### src/rtl/hazard_stall_ctrl.sv
// Stall/flush controller for the 5-stage pipeline: resolves load-use, taken-branch,
// multi-cycle EX and memory-wait hazards, and counts frozen-PC cycles.
module hazard_stall_ctrl #(
    parameter int unsigned REG_AW    = 5,
    parameter int unsigned MULTI_LAT = 4,
    parameter int unsigned CNT_W     = 16
) (
    input  logic              clk,
    input  logic              reset,
    input  logic [REG_AW-1:0] id_rs,
    input  logic [REG_AW-1:0] id_rt,
    input  logic              id_uses_rs,
    input  logic              id_uses_rt,
    input  logic [REG_AW-1:0] ex_rd,
    input  logic              ex_reg_write,
    input  logic              ex_mem_read,
    input  logic              ex_multi_start,
    input  logic              branch_taken,
    input  logic              mem_wait,
    output logic              pc_en,
    output logic              ifid_en,
    output logic              idex_en,
    output logic              exmem_en,
    output logic              memwb_en,
    output logic              ifid_flush,
    output logic              idex_bubble,
    output logic              exmem_bubble,
    output logic [CNT_W-1:0]  stall_cycles
);

    localparam int unsigned CW = $clog2(MULTI_LAT);
    localparam logic [CNT_W-1:0] CNT_MAX = {CNT_W{1'b1}};

    typedef enum logic {
        RUN      = 1'b0,
        MC_STALL = 1'b1
    } state_t;

    state_t        state;
    state_t        state_nxt;
    logic [CW-1:0] cnt;
    logic [CW-1:0] cnt_nxt;
    logic          load_use;

    // A load feeding either live source of the ID instruction; r0 is never a hazard.
    always_comb begin
        load_use = ex_mem_read && ex_reg_write && (ex_rd != '0) &&
                   ((id_uses_rs && (id_rs == ex_rd)) || (id_uses_rt && (id_rt == ex_rd)));
    end

    // Next-state and combinational pipeline controls, in hazard priority order.
    always_comb begin
        state_nxt    = state;
        cnt_nxt      = cnt;
        pc_en        = 1'b1;
        ifid_en      = 1'b1;
        idex_en      = 1'b1;
        exmem_en     = 1'b1;
        memwb_en     = 1'b1;
        ifid_flush   = 1'b0;
        idex_bubble  = 1'b0;
        exmem_bubble = 1'b0;

        if (reset || mem_wait) begin
            pc_en    = 1'b0;
            ifid_en  = 1'b0;
            idex_en  = 1'b0;
            exmem_en = 1'b0;
            memwb_en = 1'b0;
        end else if (state == MC_STALL) begin
            if (cnt > CW'(1)) begin
                pc_en        = 1'b0;
                ifid_en      = 1'b0;
                idex_en      = 1'b0;
                exmem_bubble = 1'b1;
                cnt_nxt      = cnt - CW'(1);
            end else begin
                state_nxt = RUN;
                cnt_nxt   = '0;
            end
        end else if (ex_multi_start) begin
            pc_en        = 1'b0;
            ifid_en      = 1'b0;
            idex_en      = 1'b0;
            exmem_bubble = 1'b1;
            state_nxt    = MC_STALL;
            cnt_nxt      = CW'(MULTI_LAT - 1);
        end else if (branch_taken) begin
            ifid_flush  = 1'b1;
            idex_bubble = 1'b1;
        end else if (load_use) begin
            pc_en       = 1'b0;
            ifid_en     = 1'b0;
            idex_bubble = 1'b1;
        end
    end

    always_ff @(posedge clk) begin
        if (reset) begin
            state <= RUN;
            cnt   <= '0;
        end else begin
            state <= state_nxt;
            cnt   <= cnt_nxt;
        end
    end

    // Saturating count of cycles in which the PC did not advance.
    always_ff @(posedge clk) begin
        if (reset) begin
            stall_cycles <= '0;
        end else if (!pc_en && (stall_cycles != CNT_MAX)) begin
            stall_cycles <= stall_cycles + CNT_W'(1);
        end
    end

endmodule

### config.mk
export PLATFORM = sky130hd
export DESIGN_NAME = hazard_stall_ctrl
export DESIGN_NICKNAME = d
export VERILOG_FILES = /design/src/rtl/hazard_stall_ctrl.sv
export SDC_FILE = /design/constraint.sdc
export NUM_CORES = 1
export LEC_CHECK = 0
export CELL_PAD_IN_SITES_DETAIL_PLACEMENT = 0
export CELL_PAD_IN_SITES_GLOBAL_PLACEMENT = 2
export CORE_MARGIN = 2
export CORE_UTILIZATION = 25
export CTS_CLUSTER_DIAMETER = 50
export DETAILED_ROUTE_END_ITERATION = 7
export PLACE_DENSITY_LB_ADDON = 0.1
export REMOVE_ABC_BUFFERS = 1
export SYNTH_ARGS = -nofsm -noshare
export SYNTH_HDL_FRONTEND = slang
export SYNTH_SLANG_ARGS = --single-unit
### constraint.sdc
create_clock -name clk -period 4 [get_ports clk]
set_input_delay 1.2 -clock clk [delete_from_list [all_inputs] [get_ports clk]]
set_output_delay 1.2 -clock clk [all_outputs]
set_load 0.01 [all_outputs]
==> impl_metrics.toml, run 1 <==
[clocking]
cts_tree = "yes"
ctsLongestPathBuffers = 2
cts_setup_buffers = 0
htreeDepth = 1
clk_latency_ps = 260
clock_sinks = 19
cts_made_buffers = 3
hold_buffers = 0
root_buffer = "clkbuf_8"
clk_pin_slew_worst_paths_ps = 70

[route]
drtAntennaViolNets = 0
drtPass1Iterations = 4
drc_errors = 0
totalWireLength_mm = 3.51
vias = 1314
met1_length_mm = 1.63
viasPerCell = 4.87
initialDrtViolationCount = 48
wl_per_cell_um = 13.0
top_layer = "met4"
route.met3.wl_um = 149
wl_met2_mm = 1.70

[global_routing]
grt_first_pass_wirelength_mm = 5.88
track_usage_pct = 12.3
first_global_vias = 1266
grt_overflow = 0
antenna_found_initial = 0
grt_max_degree = 27

[power_and_ir_drop]
power_mw = 0.440
p_switching_mw = 0.120
clkPwrFrac_pct = 32.3
p_comb_share_pct = 21.5
internal_power_mw = 0.320
p_seq_share_pct = 46.1
swShare_pct = 27.3
p_leak_nw = 0.607
p_per_area_mw_per_mm2 = 231
max-vdd-ir-drop_uv = 115

[logic_synthesis]
synthAdderAreaFrac_pct = 0.959
syn_area_per_cell_um2 = 8.76
synth_compound_area_share_pct = 21.3
ys_types = 46
synth_top_family_by_area = "simple AND/OR/NAND/NOR gates"
synth-async-reset-ratio_pct = 0
ys_ff_latch = 19
synth-xor-area-share_pct = 6.71
synth_warnings = 0
synth_edf_count = 0
synthCells = 149
synthesis.area_mm2 = 0.00131
synthSimpleGateAreaFrac_pct = 32.1
synth_top_flop_cell = "dfxtp_1"
yosysSeqAreaShare_pct = 29.1
synth.area.mux_share_pct = 2.30

[setup_path]
path_delay_family = "buffers and inverters"
startpoint = "ex_rd[2]"
slowest_stage = "clkdlybuf4s50_1"
reg2reg_from = "stall_cycles[3]"
worstPathCellList = "clkdlybuf4s50_1, or3_4, o311a_4, a31o_4, inv_6, buf_2"
cp_max_fo = 3
endpoint_kind = "output port"
required_ps = 2800
criticalPathCategory = "in2out"
critPathBufInv = 3
r2r_setup_slack_ps = 1530
critPathMaxStageDelay_ps = 420
arrival_ps = 2750
cp-start-kind = "primary input"

[die]
pin_count = 48
num_rows = 26
die_area_mm2 = 0.00581
start_util_pct = 25.7
die_y_um = 76.3
die_x_um = 76.3
core_mm2 = 0.00507

[sta]
finalHoldViolCount = 0
max_clock_freq_mhz = 253
slew_headroom_pct = 39.0
period_share_pct = 98.6
period_needed_ps = 3950
rsz0062_at_grt = "false"
maxSlewViolCount = 0
tightest_slew_ps = 912
fin_ws_ps = 54.9
finalSetupViolCount = 0
fin_skew_ps = 12.2

[finish]
syn_to_final_growth_pct = 45.9
final_cells = 270
finalNetCount = 226
fillerInstances = 547
ff_latch_area_um2 = 380
drive_gt1_share_pct = 19.0
multi_input_area_um2 = 850
diodes = 0

[placement]
gp_congestion = 0.702
placedCellCount = 266
place.port_buffers = 47
place_ws_ps = -412
place_hpwl_mm = 2.59

[min_path]
hp-class = "reg2reg"
hold_start = "stall_cycles[10]"

[run_status]
status = "finished, final reports clean"

[run]
maxCapViolations = 0
[routing by layer]
| layer | up-vias | global-route usage (%) |
|---|---|---|
| li1 | 661 | - |
| met3 | 2 | 2.01 |
| met1 | 615 | 15.7 |
| met4 | 0 | 3.82 |
| met2 | 36 | 21.1 |
| met5 | - | 0 |
[cell usage after synthesis, types with 2 or more instances]
master | number | area (um^2)
dfxtp_1 | 19 | 380
a21oi_1 | 10 | 50.1
nand3_1 | 10 | 50.1
xnor2_1 | 10 | 87.6
nand2_1 | 9 | 33.8
nor2_1 | 9 | 33.8
a21oi_2 | 8 | 70.1
o31ai_1 | 8 | 60.1
or4_1 | 8 | 60.1
or3_1 | 5 | 31.3
nor2b_1 | 4 | 25.0
buf_4 | 3 | 22.5
nand4_1 | 3 | 18.8
nor3_1 | 3 | 15.0
and3_1 | 2 | 12.5
inv_1 | 2 | 7.51
mux2_4 | 2 | 30.0
nand2b_1 | 2 | 12.5
nand4b_1 | 2 | 17.5
nor4_1 | 2 | 12.5
nor4_2 | 2 | 25.0
o41ai_1 | 2 | 17.5
[registers in the layout, summed over array words and instances (netlist names)]
register	flops
cnt	2
stall_cycles	16
state	1
[repair_timing]
| action | in CTS | in global routing |
|---|---|---|
| gates resized for setup | 11 | 5 |
| pin swaps | 4 | 2 |
| setup endpoints to repair | 3 | 4 |
[power by group through the flow]
stage | Clock (mW) | Combinational, mW | Sequential, mW
2_1_floorplan | 0 | 0.0362 | 0.206
3_3_place_gp | 0 | 0.0937 | 0.207
3_5_place_dp | 0 | 0.0951 | 0.207
4_1_cts | 0.148 | 0.0940 | 0.203
5_1_grt | 0.159 | 0.103 | 0.204
6_report | 0.142 | 0.0947 | 0.203
[cell type report]
| class | instances | share of cell area, % |
|---|---|---|
| clock inverter | 1 | 0.394 |
| sequential | 19 | 20.0 |
| multi-input combinational | 118 | 44.6 |
| clock buffer | 3 | 2.17 |
| timing repair buffer | 56 | 27.4 |
| tap | 70 | 4.60 |
| inverter | 3 | 0.854 |
[cells by family after synthesis]
| group | Yosys count |
|---|---|
| AND/OR/NAND/NOR | 68 |
| XOR/XNOR | 10 |
| multiplexers | 2 |
| adder cells (fa/ha/maj) | 1 |
| buffers and inverters | 12 |
| AO/OA/AOI/OAI | 37 |
| flip-flops | 19 |
[worst min-delay path, cell delays in order, from the launching register on]
cell,delay [ps]
dfxtp_1,340
o41ai_1,70
a21oi_1,50
[through the flow]
stage / instance area [um^2] / setup TNS [ps] / utilization (%) / hold WS (ps)
global route: 1900 / 0 / 37.5 / 543
floorplan: 1220 / 0 / - / 463
CTS: 1890 / -40.4 / 37.2 / 509
detailed placement: 1850 / -1060 / 36.4 / 499
finish: 1900 / 0 / 37.5 / 503
global placement: 1850 / -1070 / 36.4 / 484
[layout by cell type, fill, tap and decap left out, types with 2 or more instances in the layout]
cell type | netlist | layout
nor4_1 | 2 | 2
nand4_1 | 3 | 3
clkdlybuf4s50_1 | 0 | 43
o41ai_1 | 2 | 2
xnor2_1 | 10 | 10
nor2_1 | 9 | 9
or3_1 | 5 | 4
nand2_1 | 9 | 9
mux2_4 | 2 | 2
nor3_1 | 3 | 3
and3_1 | 2 | 2
nand3_1 | 10 | 10
o31ai_1 | 8 | 8
buf_2 | 1 | 2
nand2b_1 | 2 | 2
a21oi_1 | 10 | 10
nor2b_1 | 4 | 4
dfxtp_1 | 19 | 19
or4_1 | 8 | 8
a21oi_2 | 8 | 8
clkbuf_8 | 0 | 3
nor4_2 | 2 | 2
inv_1 | 2 | 2
buf_4 | 3 | 9
nand4b_1 | 2 | 2
[final timing paths]
path	end	cells past startpoint
worst max-delay path	pc_en	6
worst min-delay path	stall_cycles[10]	2
worst max register to register	stall_cycles[15]	6
worst min register to register	stall_cycles[10]	2
Note: power is estimated with default switching activity, not from simulation.
==> run 2, diff against run 1 <==
==> config.mk (replaced) <==
export PLATFORM = sky130hd
export DESIGN_NAME = hazard_stall_ctrl
export DESIGN_NICKNAME = d
export VERILOG_FILES = /design/src/rtl/hazard_stall_ctrl.sv
export SDC_FILE = /design/constraint.sdc
export NUM_CORES = 1
export LEC_CHECK = 0
export CORE_MARGIN = 2
export CORE_UTILIZATION = 44
export CTS_CLUSTER_DIAMETER = 50
export DETAILED_ROUTE_END_ITERATION = 7
export PLACE_DENSITY = 0.79
export REMOVE_ABC_BUFFERS = 1
export SYNTH_ARGS = -nofsm -noshare
export SYNTH_HDL_FRONTEND = slang
export SYNTH_SLANG_ARGS = --single-unit
==> run 2 against run 1 <==
Against the previous run:
- maximum frequency is 0.63% lower
- via count is 2.7% higher
- clock-buffer cell count stayed put
- clock skew is 5.2 ps lower
- die area is 41% lower
- sequential share of layout area is 0.62 points higher
- largest power group unchanged
==> impl_metrics.toml, run 2 (synthesized netlist as in run 1, its figures left out) <==
[placement]
placedCellCount = 229
place_hpwl_mm = 2.50
gp_congestion = 0.745
place.port_buffers = 47

[finish]
largest_registers = "stall_cycles x16, cnt x2, state x1"
syn_to_final_growth_pct = 41.5
largest_reg_flops = 16
drive_gt1_share_pct = 19.8
diodes = 0
final_cell_mix = "clkdlybuf4s50_1 (43), dfxtp_1 (19), buf_4 (11)"
regMostFlops = "stall_cycles"
finalNetCount = 228
final_common_cell = "clkdlybuf4s50_1"
final_cells = 233

[setup_path]
reg2reg_depth = 6
worst_r2r_endpoint = "stall_cycles[15]"
critPathMaxStageDelay_ps = 420
arrival_ps = 2770
cp-start-kind = "primary input"
slowest_stage = "clkdlybuf4s50_1"
r2r_setup_slack_ps = 1550
endpoint_kind = "output port"
criticalPathCategory = "in2out"
cp_max_fo = 3
reg2reg_from = "stall_cycles[3]"
required_ps = 2800
worstPathCellList = "clkdlybuf4s50_1, or3_1, o311a_1, a31o_4, inv_6, buf_2"

[sta]
period_share_pct = 99.3
finalHoldViolCount = 0
rsz0062_at_grt = "true"
slew_headroom_pct = 41.9
max_clock_freq_mhz = 252
hold_ws_ps = 523
maxSlewViolCount = 0
fin_skew_ps = 7.07
period_needed_ps = 3970
tightest_slew_ps = 869
finalSetupViolCount = 0

[run_status]
status = "finished, final reports clean"

[clocking]
cts_made_buffers = 3
cts_tree = "yes"
root_buffer = "clkbuf_4"
htreeDepth = 1
clk_latency_ps = 300
hold_buffers = 0
cts_setup_buffers = 0
clock_sinks = 19
ctsLongestPathBuffers = 2
clk_pin_slew_worst_paths_ps = 120

[route]
drc_errors = 0
vias = 1349
drtPass1Iterations = 4
wl_per_cell_um = 14.5
initialDrtViolationCount = 44
viasPerCell = 5.79
totalWireLength_mm = 3.38
drtAntennaViolNets = 0

[power_and_ir_drop]
swShare_pct = 27.9
p_switching_mw = 0.112
clkPwrFrac_pct = 25.1
p_leak_nw = 0.624
internal_power_mw = 0.288
p_per_area_mw_per_mm2 = 216
p_comb_share_pct = 24.1
max-vdd-ir-drop_uv = 223
p_seq_share_pct = 50.8

[die]
start_util_pct = 46.9
num_rows = 19
core_mm2 = 0.00278
die_x_um = 58.5
die_area_mm2 = 0.00342
pin_count = 48
die_y_um = 58.5

[global_routing]
grt_overflow = 0
track_usage_pct = 21.4
grtUsageMet2_pct = 36.9
first_global_vias = 1310
antenna_found_initial = 0
grt_max_degree = 27
grtUsageMet1_pct = 26.4
grt_util_met3_pct = 4.40
gr-max-usage-layer = "met2"
grt_first_pass_wirelength_mm = 5.74

[run]
maxCapViolations = 0

[min_path]
hold_start = "cnt[0]"
whs_path_depth = 2
hold_path_end = "cnt[0]"
hp-class = "reg2reg"
## run 2: how the worst max path moves through the flow
stage,from,end,slack (ps),depth (start not counted)
after global placement,ex_rd[0],pc_en,-350,6
after CTS,ex_multi_start,ifid_flush,20,5
after global routing,ex_rd[0],ifid_en,-30,6
after floorplan,ex_rd[0],ifid_en,520,4
final,ex_rd[0],ifid_en,30,6
after detailed placement,ex_rd[0],ifid_en,-370,6
## run 2: cell type report
cell class              instances  area, um^2
clock buffers                   3        22.5
clock inverters                 1        5.00
fillers                       238         935
inverters                       3        16.3
multi-input cells             118         843
flip-flops and latches         19         380
well taps                      31        38.8
repair buffers                 58         541
## run 2: what timing repair did
item	in CTS	in global routing
pin swaps	1	2
endpoints found under the setup margin	3	5
gates resized for setup	11	5
hold endpoints to repair	0	0
cloned	0	0
## run 2: critical path: cells and delay by family
family | cells | cell delay, ps
AO/OA/AOI/OAI | 2 | 590
AND/OR/NAND/NOR | 1 | 380
buffers and inverters | 3 | 590
## run 2: routing by layer
layer	share of wire, %	routed length, um	vias to the layer above
li1	-	-	664
met1	43	1470	630
met2	49	1660	53
met3	7.0	237	2
met4	0.50	17	0
met5	0	0	-
## run 2: power by group through the flow
stage	Sequential (mW)	Clock [mW]	Combinational (mW)
final	0.203	0.100	0.0963
after global routing	0.204	0.112	0.105
after CTS	0.203	0.103	0.0959
after detailed placement	0.207	0	0.0958
after global placement	0.206	0	0.0928
after floorplan	0.206	0	0.0362
## run 2: through the flow
| step | setup TNS, ps | setup slack [ps] | utilization, % | cell area, um^2 | total power [mW] |
|---|---|---|---|---|---|
| 6_report | 0 | 30.0 | 66.4 | 1850 | 0.399 |
| 5_1_grt | -51.1 | -26.0 | 66.4 | 1850 | 0.421 |
| 4_1_cts | 0 | 22.9 | 66.1 | 1840 | 0.402 |
| 3_5_place_dp | -978 | -371 | 65.3 | 1820 | 0.303 |
| 3_3_place_gp | -915 | -351 | 65.3 | 1820 | 0.299 |
| 2_1_floorplan | 0 | 520 | - | 1220 | 0.243 |
==> run 3, diff against run 2 <==
--- a/config.mk
+++ b/config.mk
@@ -9,6 +9,7 @@
 export CORE_UTILIZATION = 44
 export CTS_CLUSTER_DIAMETER = 50
 export DETAILED_ROUTE_END_ITERATION = 7
+export GPL_TIMING_DRIVEN = 1
 export PLACE_DENSITY = 0.79
 export REMOVE_ABC_BUFFERS = 1
 export SYNTH_ARGS = -nofsm -noshare
==> constraint.sdc (replaced) <==
create_clock -name clk -period 4 [get_ports clk]
set_input_delay 1.2 -clock clk [delete_from_list [all_inputs] [get_ports clk]]
set_output_delay 1.2 -clock clk [all_outputs]
set_load 0.005 [all_outputs]
==> run 3 against run 2 <==
Against the previous run:
- final area barely moved
- die area did not move
- final cell count did not move
- combinational power fell by 4.0%
- clock skew fell by 6.1 ps
- clock power fell by 4%
- flip-flop and latch count did not move
- critical endpoint is now ifid_flush
- largest power group unchanged
- highest routed layer unchanged
==> impl_metrics.toml, run 3 (synthesized netlist as in run 1, its figures left out) <==
[die]
pin_count = 48
die_area_mm2 = 0.00342
num_rows = 19
start_util_pct = 46.9
die_x_um = 58.5
die_y_um = 58.5
core_mm2 = 0.00278

[power_and_ir_drop]
p_switching_mw = 0.104
p_comb_share_pct = 23.6
p_seq_share_pct = 51.8
max-vdd-ir-drop_uv = 216
p_per_area_mw_per_mm2 = 212
p_leak_nw = 0.620
power_mw = 0.392
swShare_pct = 26.5
clkPwrFrac_pct = 24.6
internal_power_mw = 0.288

[finish]
largest_registers = "stall_cycles x16, cnt x2, state x1"
fin_util_pct = 66.4
final_cell_mix = "clkdlybuf4s50_1 (40), dfxtp_1 (19), buf_4 (11)"
drive_gt1_share_pct = 17.3
diodes = 0
final_common_cell = "clkdlybuf4s50_1"
syn_to_final_growth_pct = 41.6
finalNetCount = 228
largest_reg_flops = 16
regMostFlops = "stall_cycles"

[setup_path]
cp_max_fo = 2
cp-start-kind = "primary input"
worst_r2r_endpoint = "stall_cycles[15]"
endpoint_kind = "output port"
reg2reg_from = "stall_cycles[3]"
arrival_ps = 2730
r2r_setup_slack_ps = 1620
required_ps = 2800
reg2reg_depth = 6
criticalPathCategory = "in2out"

[clocking]
clk_pin_slew_worst_paths_ps = 110
ctsLongestPathBuffers = 2
htreeDepth = 1
hold_buffers = 0
cts_made_buffers = 3
cts_tree = "yes"
clk_latency_ps = 290
root_buffer = "clkbuf_4"
cts_setup_buffers = 0
clock_sinks = 19

[sta]
fin_skew_ps = 1.00
period_share_pct = 98.3
period_needed_ps = 3930
finalHoldViolCount = 0
hold_ws_ps = 510
tightest_slew_ps = 854
rsz0062_at_grt = "false"
fin_tns_setup_ps = 0
finalSetupViolCount = 0
slew_headroom_pct = 42.9
maxSlewViolCount = 0
fin_ws_ps = 67.9
max_clock_freq_mhz = 254

[run_status]
status = "finished, final reports clean"

[route]
totalWireLength_mm = 3.30
viasPerCell = 5.71
drtPass1Iterations = 4
initialDrtViolationCount = 45
drc_errors = 0
vias = 1331
wl_per_cell_um = 14.2
drtAntennaViolNets = 0

[global_routing]
gr-max-usage-layer = "met2"
track_usage_pct = 20.3
grtUsageMet2_pct = 36.8
grt_first_pass_wirelength_mm = 5.55
antenna_found_initial = 0
grt_overflow = 0
grtUsageMet1_pct = 24.8
first_global_vias = 1299
grt_util_met3_pct = 4.18
grt_max_degree = 27

[placement]
place_hpwl_mm = 2.50
place_ws_ps = -342
gp_congestion = 0.745
place.port_buffers = 47

[min_path]
hold_path_end = "stall_cycles[10]"
whs_path_depth = 2
hold_start = "stall_cycles[10]"
hp-class = "reg2reg"

[run]
maxCapViolations = 0
==> run 3: metrics by stage <==
stage | instances | area (um^2)
CTS | 233 | 1850
global placement | 229 | 1820
detailed placement | 229 | 1820
finish | 233 | 1850
floorplan | 140 | 1220
global route | 233 | 1850
==> run 3: how the worst max path moves through the flow <==
stage                   startpoint          to  slack (ps)  cells past startpoint
floorplan                 ex_rd[0]     ifid_en         530                      4
global placement          ex_rd[0]       pc_en        -320                      6
detailed placement        ex_rd[0]     ifid_en        -340                      6
CTS                       ex_rd[2]       pc_en          40                      6
global route        ex_multi_start  ifid_flush           6                      5
finish              ex_multi_start  ifid_flush          70                      5
==> run 3: repair_timing <==
action | CTS | global route
pin swaps | 4 | 3
setup endpoints to repair | 3 | 3
gates resized for setup | 9 | 1
gates cloned | 0 | 0
==> run 3: area by class of cell <==
type,count,area (um^2)
fill,241,933
clock buffer,4,26.3
multi-input combinational,118,837
inverter,3,16.3
sequential,19,380
timing repair buffer,58,549
tap,31,38.8
==> run 3: critical path, stage by stage <==
cell             delay [ps]
clkdlybuf4s50_1         430
buf_4                   150
nor4_1                  290
and2_1                  170
clkdlybuf4s50_1         500
==> run 3: power groups by stage <==
stage / Sequential (mW) / Combinational [mW] / Clock (mW)
6_report: 0.203 / 0.0924 / 0.0965
5_1_grt: 0.204 / 0.0997 / 0.108
4_1_cts: 0.203 / 0.0927 / 0.101
3_5_place_dp: 0.207 / 0.0932 / 0
3_3_place_gp: 0.206 / 0.0902 / 0
2_1_floorplan: 0.205 / 0.0348 / 0
==> run 3: metal layers <==
metal | vias up | share of wire, %
met1 | 606 | 44
met2 | 55 | 49
li1 | 668 | -
met5 | - | 0
met3 | 2 | 7.0
met4 | 0 | 0.42
==> edit 1, RTL diff (flow settings as in run 1) <==
The parameter `MULTI_LAT` goes from 4 to 2.
--- a/src/rtl/hazard_stall_ctrl.sv
+++ b/src/rtl/hazard_stall_ctrl.sv
@@ -4,3 +4,3 @@
     parameter int unsigned REG_AW    = 5,
-    parameter int unsigned MULTI_LAT = 4,
+    parameter int unsigned MULTI_LAT = 2,
     parameter int unsigned CNT_W     = 16
Function: changed (Yosys sat finds a counterexample within 4 cycles, from zero or initial values and one cycle with reset high).
==> edit 1 against run 1 <==
- combinational power shrank 5.6%
- fmax grew 1.0%
- clock power shrank 8%
- wire length shrank 13%
- synthesized area shrank 20%
- total power shrank 9.6%
- worst setup slack gained 0.041 ns
- first-iteration DRC count shrank 56%
- non-clock buffer count grew 4
- cell area shrank 10%
- cell count shrank 13%
- sequential cell count shrank 2
- critical endpoint is now ifid_en
==> edit 1: results (changes against run 1) <==
run status=finished, final reports clean (unchanged); Setup Skew=0.001165 ns (was 0.01223 ns); vias per inst=5.004 (was 4.867); # Post-CTS Setup Buffers=1 (was 0); commonest cells in the netlist=dfxtp_1 (17), a21oi_1 (16), xnor2_1 (10) (was dfxtp_1 (19), a21oi_1 (10), nand3_1 (10), xnor2_1 (10)); CTS H-Tree Depth=1 (unchanged); quantity of gates resized following cts=14 (was 11); largest registers=stall_cycles: 16 flops, state: 1 flops (was stall_cycles: 16 flops, cnt: 2 flops, state: 1 flops); peak supply drop=0.1293 mV (was 0.1154 mV); leakage component of the power=0.6120 nW (was 0.6073 nW); sinks on the clock net=17 (was 19); insertion delay to the later sink of the worst-skew pair=0.25 ns; largest fanout of any net on the critical path=3 (unchanged); Placer Congestion=0.7449 (was 0.7017); detail-routed net length per standard cell=12.86 µm (was 12.99 µm); Min Clock Period, post-route=3.905 ns (was 3.945 ns); Placement Setup Slack=-0.3810 ns (was -0.4121 ns); net count of the finished layout=212 (was 226); Fill cells=423 (was 547); launch point of the critical path=ex_rd[4] (was ex_rd[2]); first-pass GRT wire length=4981 µm (was 5878 µm); Worst Path Arrival=2.70 ns (was 2.75 ns); count of routing violations after the opening detailed-route iteration=21 (was 48); length of the first detailed-routing pass in iterations=4 (unchanged); via count of the first global-routing pass=1,146 (was 1,266); Crit Reg-Reg Startpoint=stall_cycles[0]$_SDFFE_PP0P_ (was stall_cycles[3]$_SDFFE_PP0P_); share of final-layout standard cells stronger than drive strength 1=16.67% (was 19.00%); top post-synthesis cells by area=dfxtp_1 (33%), xnor2_1 (8.4%), a21oi_1 (7.7%), or4_1 (6.5%), o31ai_1 (5.1%) (was dfxtp_1 (29%), xnor2_1 (6.7%), a21oi_2 (5.4%), o31ai_1 (4.6%), or4_1 (4.6%)); Worst-Margin Slew=0.4677 ns (was 0.9121 ns); end of the worst register-to-register path=stall_cycles[1]$_SDFFE_PP0P_ (was stall_cycles[15]$_SDFFE_PP0P_); register area share after synthesis=32.73% (was 29.15%); maximum number of pins on one net before global-route repair=31 (was 27); Yosys cell types=33 (was 46); count of synthesis-stage warnings from yosys=0 (unchanged); overall global routing resource usage=13.86% (was 12.29%); Hold Path Class=reg -> reg (unchanged); logic depth of the worst register-to-register path=8 (was 6); half-perimeter wire length after placement=2359 µm (was 2588 µm); Critical Path End=ifid_en (was pc_en); worst reg2reg setup slack=1.92 ns (was 1.53 ns)
==> edit 1: changes by cell type after synthesis, sizes merged, moves of 3 or more <==
cell | before | now
nand4 | 3 | 6
nor2 | 9 | 6
nor3 | 4 | 1
o21ai | 3 | 7
nand3 | 11 | 6
nor2b | 4 | 1
==> edit 1: worst min-delay path by stage <==
stage | from | end | cells past startpoint
2_1_floorplan | state$_SDFFE_PP0P_ | state$_SDFFE_PP0P_ | 2
3_3_place_gp | stall_cycles[9]$_SDFFE_PP0P_ | stall_cycles[9]$_SDFFE_PP0P_ | 2
3_5_place_dp | stall_cycles[9]$_SDFFE_PP0P_ | stall_cycles[9]$_SDFFE_PP0P_ | 2
4_1_cts | stall_cycles[14]$_SDFFE_PP0P_ | stall_cycles[14]$_SDFFE_PP0P_ | 2
5_1_grt | stall_cycles[14]$_SDFFE_PP0P_ | stall_cycles[14]$_SDFFE_PP0P_ | 2
6_report | stall_cycles[9]$_SDFFE_PP0P_ | stall_cycles[9]$_SDFFE_PP0P_ | 2
==> edit 1: per-stage QoR <==
step | cell area, µm² | std cells | hold WS (ns) | TNS (ns) | power, mW
after floorplan | 989.7 | 122 | 0.4868 | 0 | 0.2107
after global placement | 1605 | 230 | 0.4762 | -0.9710 | 0.2665
after detailed placement | 1605 | 230 | 0.5044 | -1.049 | 0.2677
after CTS | 1665 | 235 | 0.5146 | 0 | 0.4010
after global routing | 1705 | 236 | 0.5276 | 0 | 0.4173
final | 1705 | 236 | 0.5075 | 0 | 0.3974
==> edit 1: critical path, stage by stage <==
cell and delay, ns:
clkdlybuf4s50_1 0.47, or4_4 0.44, o211ai_2 0.19, nand2b_4 0.15, o31a_1 0.13, buf_2 0.13
==> edit 1: where the power goes <==
| group | internal, mW | switching, mW |
|---|---|---|
| logic | 0.0542 | 0.0352 |
| registers | 0.173 | 0.00468 |
| clock network | 0.0691 | 0.0610 |
| total | 0.297 | 0.101 |
==> edit 1: kinds of logic after synthesis <==
group / synth area share [%]
xor+xnor: 9.266
flops: 32.73
simple gates: 29.96
mux: 0.9627
compound gates: 19.62
buf+inv: 6.256
fa+ha+maj: 1.203
==> edit 1: layout make-up <==
class,instances,area [µm²],share of cell area [%]
inverter,4,15.01,0.8804
timing repair buffer,60,561.8,32.94
sequential,17,340.3,19.96
clock buffer,3,41.29,2.421
clock inverter,1,5.005,0.2935
multi-input combinational,101,679.4,39.84
tap,50,62.56,3.668
==> edit 1: per-layer routing <==
| metal | wire (µm) | GRT usage, % | vias up |
|---|---|---|---|
| li1 | - | - | 592 |
| met1 | 1257 | 15.77 | 546 |
| met2 | 1602 | 25.84 | 41 |
| met3 | 155 | 2.922 | 2 |
| met4 | 19 | 3.750 | 0 |
| met5 | 0 | 0 | - |
==> edit 2, RTL diff (settings of run 1) <==
Without the edit above. Make the reset (`reset`) asynchronous in 2 clocked blocks.
--- a/src/rtl/hazard_stall_ctrl.sv
+++ b/src/rtl/hazard_stall_ctrl.sv
@@ -97,3 +97,3 @@
 
-    always_ff @(posedge clk) begin
+    always_ff @(posedge clk or posedge reset) begin
         if (reset) begin
@@ -108,3 +108,3 @@
     // Saturating count of cycles in which the PC did not advance.
-    always_ff @(posedge clk) begin
+    always_ff @(posedge clk or posedge reset) begin
         if (reset) begin
Check against the original RTL: differs if reset is asserted again (counterexample within 4 cycles, from zero or initial values and one cycle with reset high); with reset held inactive, the same outputs for 10 cycles.
==> edit 2 against run 1 <==
- wire length is 15% lower
- synthesized area down 11%
- non-clock buffer count is 2 higher
- worst setup slack lost 0.00082 ns
- sequential cell count is the same
- worst hold slack lost 0.011 ns
- cell area is 5.6% lower
- core utilization is 3.2 points higher
Power is not compared: it rests on default switching activity, and its combinational part moved more than twofold at a synthesized area within 25%.
==> edit 2: results (changes against run 1) <==
quantity of gates resized following cts=14 (was 11); leading register cell type out of synthesis=dfrtp_1 (was dfxtp_1); Inst Count DP=221 (was 266); maximum number of pins on one net before global-route repair=20 (was 27); overall global routing resource usage=11.99% (was 12.29%); length of the first detailed-routing pass in iterations=3 (was 4); overall power consumption=0.9254 mW; count of routing violations after the opening detailed-route iteration=37 (was 48); Hold Worst Slack=0.4920 ns (was 0.5028 ns); via count of the routed design=1,046 (was 1,314); via count of the first global-routing pass=1,067 (was 1,266); Crit Reg-Reg Startpoint=stall_cycles[3]$_DFFE_PP0P_ (was stall_cycles[3]$_SDFFE_PP0P_); Slew Limit Headroom=38.85% (was 38.99%); end point of the worst hold path=stall_cycles[15]$_DFFE_PP0P_ (was stall_cycles[10]$_SDFFE_PP0P_); detail-routed net length per standard cell=13.22 µm (was 12.99 µm); largest fanout of any net on the critical path=6 (was 3); crit-path max cell delay=0.53 ns (was 0.42 ns); first-pass GRT wire length=5050 µm (was 5878 µm); met2 routed WL=1525 µm (was 1696 µm); hold path cells=1 (was 2); run status=finished, final reports clean (unchanged); net count of the finished layout=199 (was 226); Placement Setup Slack=-0.3825 ns (was -0.4121 ns); top post-synthesis cells by area=dfrtp_1 (41%), xor2_1 (11%), xnor2_1 (7.6%), nand3_1 (3.5%), and3_1 (3.2%) (was dfxtp_1 (29%), xnor2_1 (6.7%), a21oi_2 (5.4%), o31ai_1 (4.6%), or4_1 (4.6%)); Yosys cell types=31 (was 46); Post-Syn Area per Cell=9.977 µm² (was 8.758 µm²); vias per inst=4.649 (was 4.867); placed inst area=1738 µm² (was 1849 µm²); routed metal-1 wire length=1331 µm (was 1627 µm)
edit 2: cell types whose count changed after synthesis, sizes merged, moves of 4 or more:
| cell | delta |
|---|---|
| a21oi | -16 |
| xor2 | +14 |
| o31ai | -9 |
| and3 | +4 |
| dfrtp | +19 |
| buf | -4 |
| dfxtp | -19 |
| nor3 | +4 |
| or4 | -8 |
| nor2b | -4 |
| or3 | -4 |
edit 2: cell type report:
type / instances / area [µm²]
clock buffer: 4 / 45.04
multi-input combinational: 89 / 643.1
timing repair buffer: 58 / 558.0
fill: 427 / 2616
sequential: 19 / 475.5
tap: 52 / 65.06
inverter: 3 / 11.26
edit 2: worst max-delay path by stage:
| stage | from | to | slack [ns] | depth (start not counted) |
|---|---|---|---|---|
| after floorplan | ex_rd[0] | ifid_en | 0.45 | 3 |
| after global placement | ex_rd[0] | ifid_en | -0.37 | 5 |
| after detailed placement | ex_rd[0] | pc_en | -0.38 | 5 |
| after CTS | ex_rd[0] | pc_en | 0.02 | 5 |
| after global routing | reset | ifid_flush | 0.009 | 6 |
| final | reset | ifid_flush | 0.05 | 6 |
edit 2: power groups by stage:
stage | Combinational (mW) | Clock [mW] | Sequential, mW
finish | 0.423 | 0.135 | 0.367
global route | 0.460 | 0.148 | 0.381
CTS | 0.425 | 0.140 | 0.367
detailed placement | 0.427 | 0 | 0.368
global placement | 0.425 | 0 | 0.365
floorplan | 0.186 | 0 | 0.379
edit 2: kinds of logic after synthesis:
kind of cell	synth area share [%]
xor+xnor	18.16
buf+inv	4.216
simple gates	25.30
fa+ha+maj	1.081
compound gates	6.702
mux	3.460
flops	41.08
edit 2: routing by layer:
layer  vias up  GRT usage (%)
met2        21          21.50
li1        515              -
met3         2          1.667
met1       508          15.59
met4         0          1.887
met5         -              0
